**config.mk**
```make
export PLATFORM = sky130hd
export DESIGN_NAME = rstseq
export DESIGN_NICKNAME = d
export VERILOG_FILES = /design/src/rtl/rstseq.sv
export SDC_FILE = /design/constraint.sdc
export NUM_CORES = 1
export LEC_CHECK = 0
export CORE_AREA = 2 2 56 58
export CTS_CLUSTER_SIZE = 8
export DETAILED_ROUTE_END_ITERATION = 12
export DIE_AREA = 0 0 58 60
export GPL_TIMING_DRIVEN = 0
export PLACE_DENSITY_LB_ADDON = 0.3
export SYNTH_ARGS = -nofsm -noshare
export SYNTH_HDL_FRONTEND = slang
export SYNTH_SLANG_ARGS = --single-unit
```
**constraint.sdc**
```tcl
create_clock -name clk -period 3 [get_ports clk]
set_clock_uncertainty 0.05 [all_clocks]
set_input_delay 0.6 -clock clk [delete_from_list [all_inputs] [get_ports clk]]
set_output_delay 0.6 -clock clk [all_outputs]
set_load 0.01 [all_outputs]
```
**src/rtl/rstseq.sv**
```systemverilog
// rstseq: parametrised reset sequencer.
// Holds CHANNELS active-low reset domains after power-on reset or a filtered
// soft-reset request, then releases them one at a time, bit 0 first.
module rstseq #(
  parameter int unsigned CHANNELS       = 4,
  parameter int unsigned HOLD_CYCLES    = 16,
  parameter int unsigned STAGGER_CYCLES = 4,
  parameter int unsigned FILTER         = 3
) (
  input  logic                clk,
  input  logic                reset,
  input  logic                req,
  output logic [CHANNELS-1:0] reset_n,
  output logic                done,
  output logic [7:0]          reset_count
);

  localparam int unsigned MAX_HS = (HOLD_CYCLES > STAGGER_CYCLES) ? HOLD_CYCLES : STAGGER_CYCLES;
  localparam int unsigned MAX_C  = (MAX_HS > FILTER) ? MAX_HS : FILTER;
  localparam int unsigned CW     = $clog2(MAX_C + 1);
  localparam int unsigned IW     = (CHANNELS > 1) ? $clog2(CHANNELS) : 1;

  localparam logic [CW-1:0] HOLD_LAST = CW'(HOLD_CYCLES - 1);
  localparam logic [CW-1:0] GAP_LAST  = CW'(STAGGER_CYCLES - 1);
  localparam logic [CW-1:0] FILT_MAX  = CW'(FILTER);
  localparam logic [IW-1:0] IDX_LAST  = IW'(CHANNELS - 1);

  localparam logic [1:0] S_HOLD    = 2'd0;
  localparam logic [1:0] S_STAGGER = 2'd1;
  localparam logic [1:0] S_RUN     = 2'd2;

  logic [1:0]          state_q, state_d;
  logic [CW-1:0]       hold_q, hold_d;
  logic [CW-1:0]       gap_q, gap_d;
  logic [CW-1:0]       fcnt_q, fcnt_d;
  logic [IW-1:0]       idx_q, idx_d;
  logic [CHANNELS-1:0] rn_q, rn_d;
  logic                done_q, done_d;
  logic [7:0]          cnt_q, cnt_d;
  logic                freq_q;
  logic                boot_q;
  logic                freq;

  // Filtered request: high once FILTER consecutive high samples have been seen
  assign freq = (fcnt_q == FILT_MAX);

  // Next-state and next-output logic for the sequencer, filter and event counter
  always_comb begin
    state_d = state_q;
    hold_d  = hold_q;
    gap_d   = gap_q;
    idx_d   = idx_q;
    rn_d    = rn_q;
    done_d  = done_q;
    cnt_d   = cnt_q;
    fcnt_d  = '0;

    if (req) begin
      fcnt_d = (fcnt_q == FILT_MAX) ? fcnt_q : fcnt_q + CW'(1);
    end

    if (freq && !freq_q && (cnt_q != 8'hFF)) begin
      cnt_d = cnt_q + 8'd1;
    end

    if (freq) begin
      state_d = S_HOLD;
      hold_d  = '0;
      gap_d   = '0;
      idx_d   = '0;
      rn_d    = '0;
      done_d  = 1'b0;
    end else begin
      case (state_q)
        S_HOLD: begin
          rn_d   = '0;
          done_d = 1'b0;
          if (boot_q) begin
            // first cycle after master reset still counts as held
            hold_d = '0;
          end else if (hold_q == HOLD_LAST) begin
            hold_d = '0;
            gap_d  = '0;
            idx_d  = IW'(1);
            rn_d   = CHANNELS'(1);
            if (CHANNELS == 1) begin
              state_d = S_RUN;
              done_d  = 1'b1;
            end else begin
              state_d = S_STAGGER;
            end
          end else begin
            hold_d = hold_q + CW'(1);
          end
        end
        S_STAGGER: begin
          if (gap_q == GAP_LAST) begin
            gap_d = '0;
            // thermometer code: shift one more released bit in from the bottom
            rn_d  = (rn_q << 1) | CHANNELS'(1);
            if (idx_q == IDX_LAST) begin
              state_d = S_RUN;
              done_d  = 1'b1;
            end else begin
              idx_d = idx_q + IW'(1);
            end
          end else begin
            gap_d = gap_q + CW'(1);
          end
        end
        S_RUN: begin
          rn_d   = '1;
          done_d = 1'b1;
        end
        default: begin
          state_d = S_HOLD;
          hold_d  = '0;
          gap_d   = '0;
          idx_d   = '0;
          rn_d    = '0;
          done_d  = 1'b0;
        end
      endcase
    end
  end

  // State and output registers with synchronous master reset
  always_ff @(posedge clk) begin
    if (reset) begin
      state_q <= S_HOLD;
      hold_q  <= '0;
      gap_q   <= '0;
      fcnt_q  <= '0;
      idx_q   <= '0;
      rn_q    <= '0;
      done_q  <= 1'b0;
      cnt_q   <= '0;
      freq_q  <= 1'b0;
      boot_q  <= 1'b1;
    end else begin
      state_q <= state_d;
      hold_q  <= hold_d;
      gap_q   <= gap_d;
      fcnt_q  <= fcnt_d;
      idx_q   <= idx_d;
      rn_q    <= rn_d;
      done_q  <= done_d;
      cnt_q   <= cnt_d;
      freq_q  <= freq;
      boot_q  <= 1'b0;
    end
  end

  assign reset_n     = rn_q;
  assign done        = done_q;
  assign reset_count = cnt_q;

endmodule
```
# Word-level counts from Yosys, hierarchy flattened
# Index checks and enable logic that the tools add are counted.
# word_totals
output_inout_bits	13
word_cells	63
register_bits	34
in_bits	3
# op_classes
n_mux	23
bitwise	2
n_addsub	5
eq_ne	12
n_reduce_logical	11
# op_table
operator	n
$mux 5	5
$add 5x1->5 const B	3
$pmux 5 s3	1
$mux 2	6
$pmux 2 s3	2
$pmux 4 s3	1
$eq 5x2->1 const B	2
$ne 2x2->1 const B	5
$pmux 5 s2	1
$reduce_and 5->1	2
$add 8x1->8 const B	1
$ne 8x8->1 const B	1
$reduce_or 2->1	3
$eq 5x4->1 const B	1
$mux 1	5
$eq 2x2->1 const B	2
$mux 4	1
$reduce_and 3->1	1
$add 2x1->2 const B	1
$eq 2x1->1 const B	1
$logic_and 1x1->1	2
$logic_not 2->1	1
$not 1->1	2
$pmux 1 s2	1
other kinds (2)	2

# Longest topological paths before layout
# logic_depth
word_depth	4
depth_mapped	7
mapped_depth_nobuf	6

# Worst setup path after synthesis
# No wires, ideal clock.
# synth_path
path_kind	reg-to-reg
startpoint	register fcnt_q[0]
endpoint	register cnt_q[7] (netlist: reset_count[7])
path_stages_with_launch	6
period_less_slack_ns	1.788
arrival_ns	1.617
path_slack_ns	1.212
setup_ns	0.121
n_path_buf	0
required_ns	2.829
path_cell_list	dfxtp_1 > ha_1 > nor4b_4 > nand2_1 > nor4_1 > mux2_2
# synth_between
elab_chain_len	3
# synth_lines
element	line_no	rtl
start: declaration	35	logic [CW-1:0] fcnt_q, fcnt_d;
start signal: assignment	144	fcnt_q <= fcnt_d;
$eq 5x2->1	45	assign freq = (fcnt_q == FILT_MAX);
$logic_and 1x1->1 (2 in series)	62	if (freq && !freq_q && (cnt_q != 8'hFF)) begin
end signal: assignment	148	cnt_q <= cnt_d;
end: declaration	39	logic [7:0] cnt_q, cnt_d;
# Every way passes these cells.
# A chain may end at the register's enable or synchronous reset.

# Worst setup path after layout
# layout_path
startpoint	register cnt_q[2] (netlist: reset_count[2])
endpoint	output port reset_count[2]
# layout_rtl
element	line_no	rtl
end: declaration	15	output logic [7:0] reset_count
# No word-level cell between the ends.

==> reports/results.ini <==
[logic_synthesis]
ys_warn_count = 0
ys_ff_latch = 34
synthDistinctLibCells = 40
synth_flop_cell = dfxtp_1
syn_area_um2 = 1637
synthArstFlopShare = 0
postSynthCellCount = 188
syn_avg_cell_area_um2 = 8.705
synth-edff-count = 0
yosysSeqAreaShare = 0.4159
syn_nets = 200

[die]
core_um2 = 2903
rows = 20
pin_count = 16
die_y_um = 60
fp.dieW_um = 58
die-area_um2 = 3480
start_util = 0.5638

[clock_network]
cts-root-buf = clkbuf_4
postCtsHoldBufs = 0
cts.sink_count = 34
ctsLongestPathBuffers = 2
cts_repair_resize_count = 0
postCtsSetupBuffers = 0
cts_tree = yes
clk_latency_ps = 340
cts_buffers = 5
htree_num_levels = 2
clk_pin_slew_ps = 110

[critical_path]
arrival_ps = 1380
path_class = reg -> out
crit_family = buffers and inverters
crit_chain = clkdlybuf4s50_1
cp_num_buf_inv = 1
crit_fanout = 6
crit_path_end_kind = output pin
crit_path_start_kind = flip-flop
slowest_stage = clkdlybuf4s50_1
max_stage_delay_ps = 580
cp_data_required_time_ps = 2350

[place]
dp_hpwl_mm = 2.424
io_buffer_count = 15
dpl-instance-area_um2 = 1828
gp_congestion = 0.8242

[sta]
finalSetupViolCount = 0
tns_ps = 0
finalMaxSlewViolations = 0
max_slew_margin = 0.6290
fmax_mhz = 492.0
finalCritPeriodShare = 0.6775
hold_violations = 0
rsz0062_at_grt = false
worstMarginPinSlew_ps = 556.5
period_needed_ps = 2033

[final_layout]
nFillCells = 246
final_cell_mix = 34 x dfxtp_1, 23 x nor2_1, 19 x a21oi_1, 19 x nand2_1, 15 x clkdlybuf4s50_1
drive_gt1_frac = 0.07109
final_core_util = 0.6517
mostFrequentLayoutCell = dfxtp_1
fin_area_um2 = 1892
num-nets-final = 222
diodes = 0
area_growth_pct = 15.60

[drt]
vias = 1423
first_iter_violations = 82
drc_errors = 0
ant_nets = 0
dr.pass1.iters = 5
vias_per_cell = 5.832
routed_wl_mm = 3.412
wl_per_cell_um = 13.98

[global_route]
grt_pass1_wl_mm = 5.747
antenna_found_initial = 0
grt_max_degree = 12
track_usage = 0.2170
grt_pass1_vias = 1366
overflow = 0

[hold_path]
min_path_type = reg -> reg

[power]
power.static_leakage_nw = 0.7084
fin_total_pwr_uw = 830.4
ir_worst_vdd_uv = 405.2
p_per_area_nw_per_um2 = 439.0

[outcome]
status = finished clean

[run]
cap_viol_max_count = 0

kinds of logic after synthesis:
logic type      Yosys count  synth area share
flops                    34            0.4159
buf+inv                  12           0.02905
mux                       5           0.03135
simple gates             80            0.2638
fa+ha+maj                 9           0.06881
xor+xnor                  7           0.03746
compound gates           41            0.1537
state kept, by name (all words and copies together), names as in the netlist:
| name | cells |
|---|---|
| reset_count | 8 |
| state_q | 2 |
| hold_q | 5 |
| boot_q | 1 |
| done | 1 |
| reset_n | 4 |
| fcnt_q | 5 |
| freq_q | 1 |
| idx_q | 2 |
| gap_q | 5 |
path summary, 6_finish.rpt:
kind | start | to | slack (ps) | depth (start not counted)
setup / recovery | reset_count[2] | reset_count[2] | 970 | 1
hold reg to reg | hold_q[4] | hold_q[4] | 420 | 1
setup reg to reg | fcnt_q[0] | reset_count[7] | 1000 | 5
hold / removal | hold_q[4] | hold_q[4] | 420 | 1
report_power, final:
part	internal, mW	switching, mW
registers	0.461	0.00853
logic	0.0323	0.0510
clock network	0.113	0.165
final cells by class:
class,count,area [um^2],area share
multi-input cells,142,908.4,0.4802
flip-flops and latches,34,680.7,0.3598
repair buffers,15,150.1,0.07937
clock buffers,6,51.30,0.02712
well taps,33,41.29,0.02183
plain buffers,6,25.02,0.01323
inverters,6,22.52,0.01190
clock inverters,2,12.51,0.006614
metal layers:
metal,global-route usage,routed length [um],vias to the layer above
li1,-,-,716
met5,0,0,-
met1,0.2493,1510,661
met2,0.3701,1704,44
met3,0.06061,188,2
met4,0.1096,9,0
through the flow:
step | instances | setup WS [ps] | hold slack, ps
global placement | 236 | 809.1 | 383.2
global route | 244 | 871.3 | 439.6
finish | 244 | 967.4 | 418.8
floorplan | 188 | 1212 | 376.0
CTS | 244 | 958.2 | 414.4
detailed placement | 236 | 791.5 | 395.2
cell usage after synthesis (all sizes together), types with 2 or more instances:
cell type,number,area [um^2]
a21oi,19,95.09
a31oi,2,12.51
and3,2,12.51
and4b,2,20.02
buf,2,10.01
clkbuf,4,15.01
dfxtp,34,680.7
ha,9,112.6
inv,6,22.52
mux2i,4,40.04
nand2,19,71.32
nand2b,4,25.02
nand3,9,45.04
nand4,3,18.77
nand4b,2,17.52
nor2,23,86.33
nor3,3,15.01
nor4,2,18.77
nor4b,2,32.53
o211ai,3,36.28
o21ai,10,50.05
or3,3,18.77
or4b,3,30.03
xnor2,2,17.52
xor2,5,43.79
Note: power is estimated with default switching activity, not from simulation.
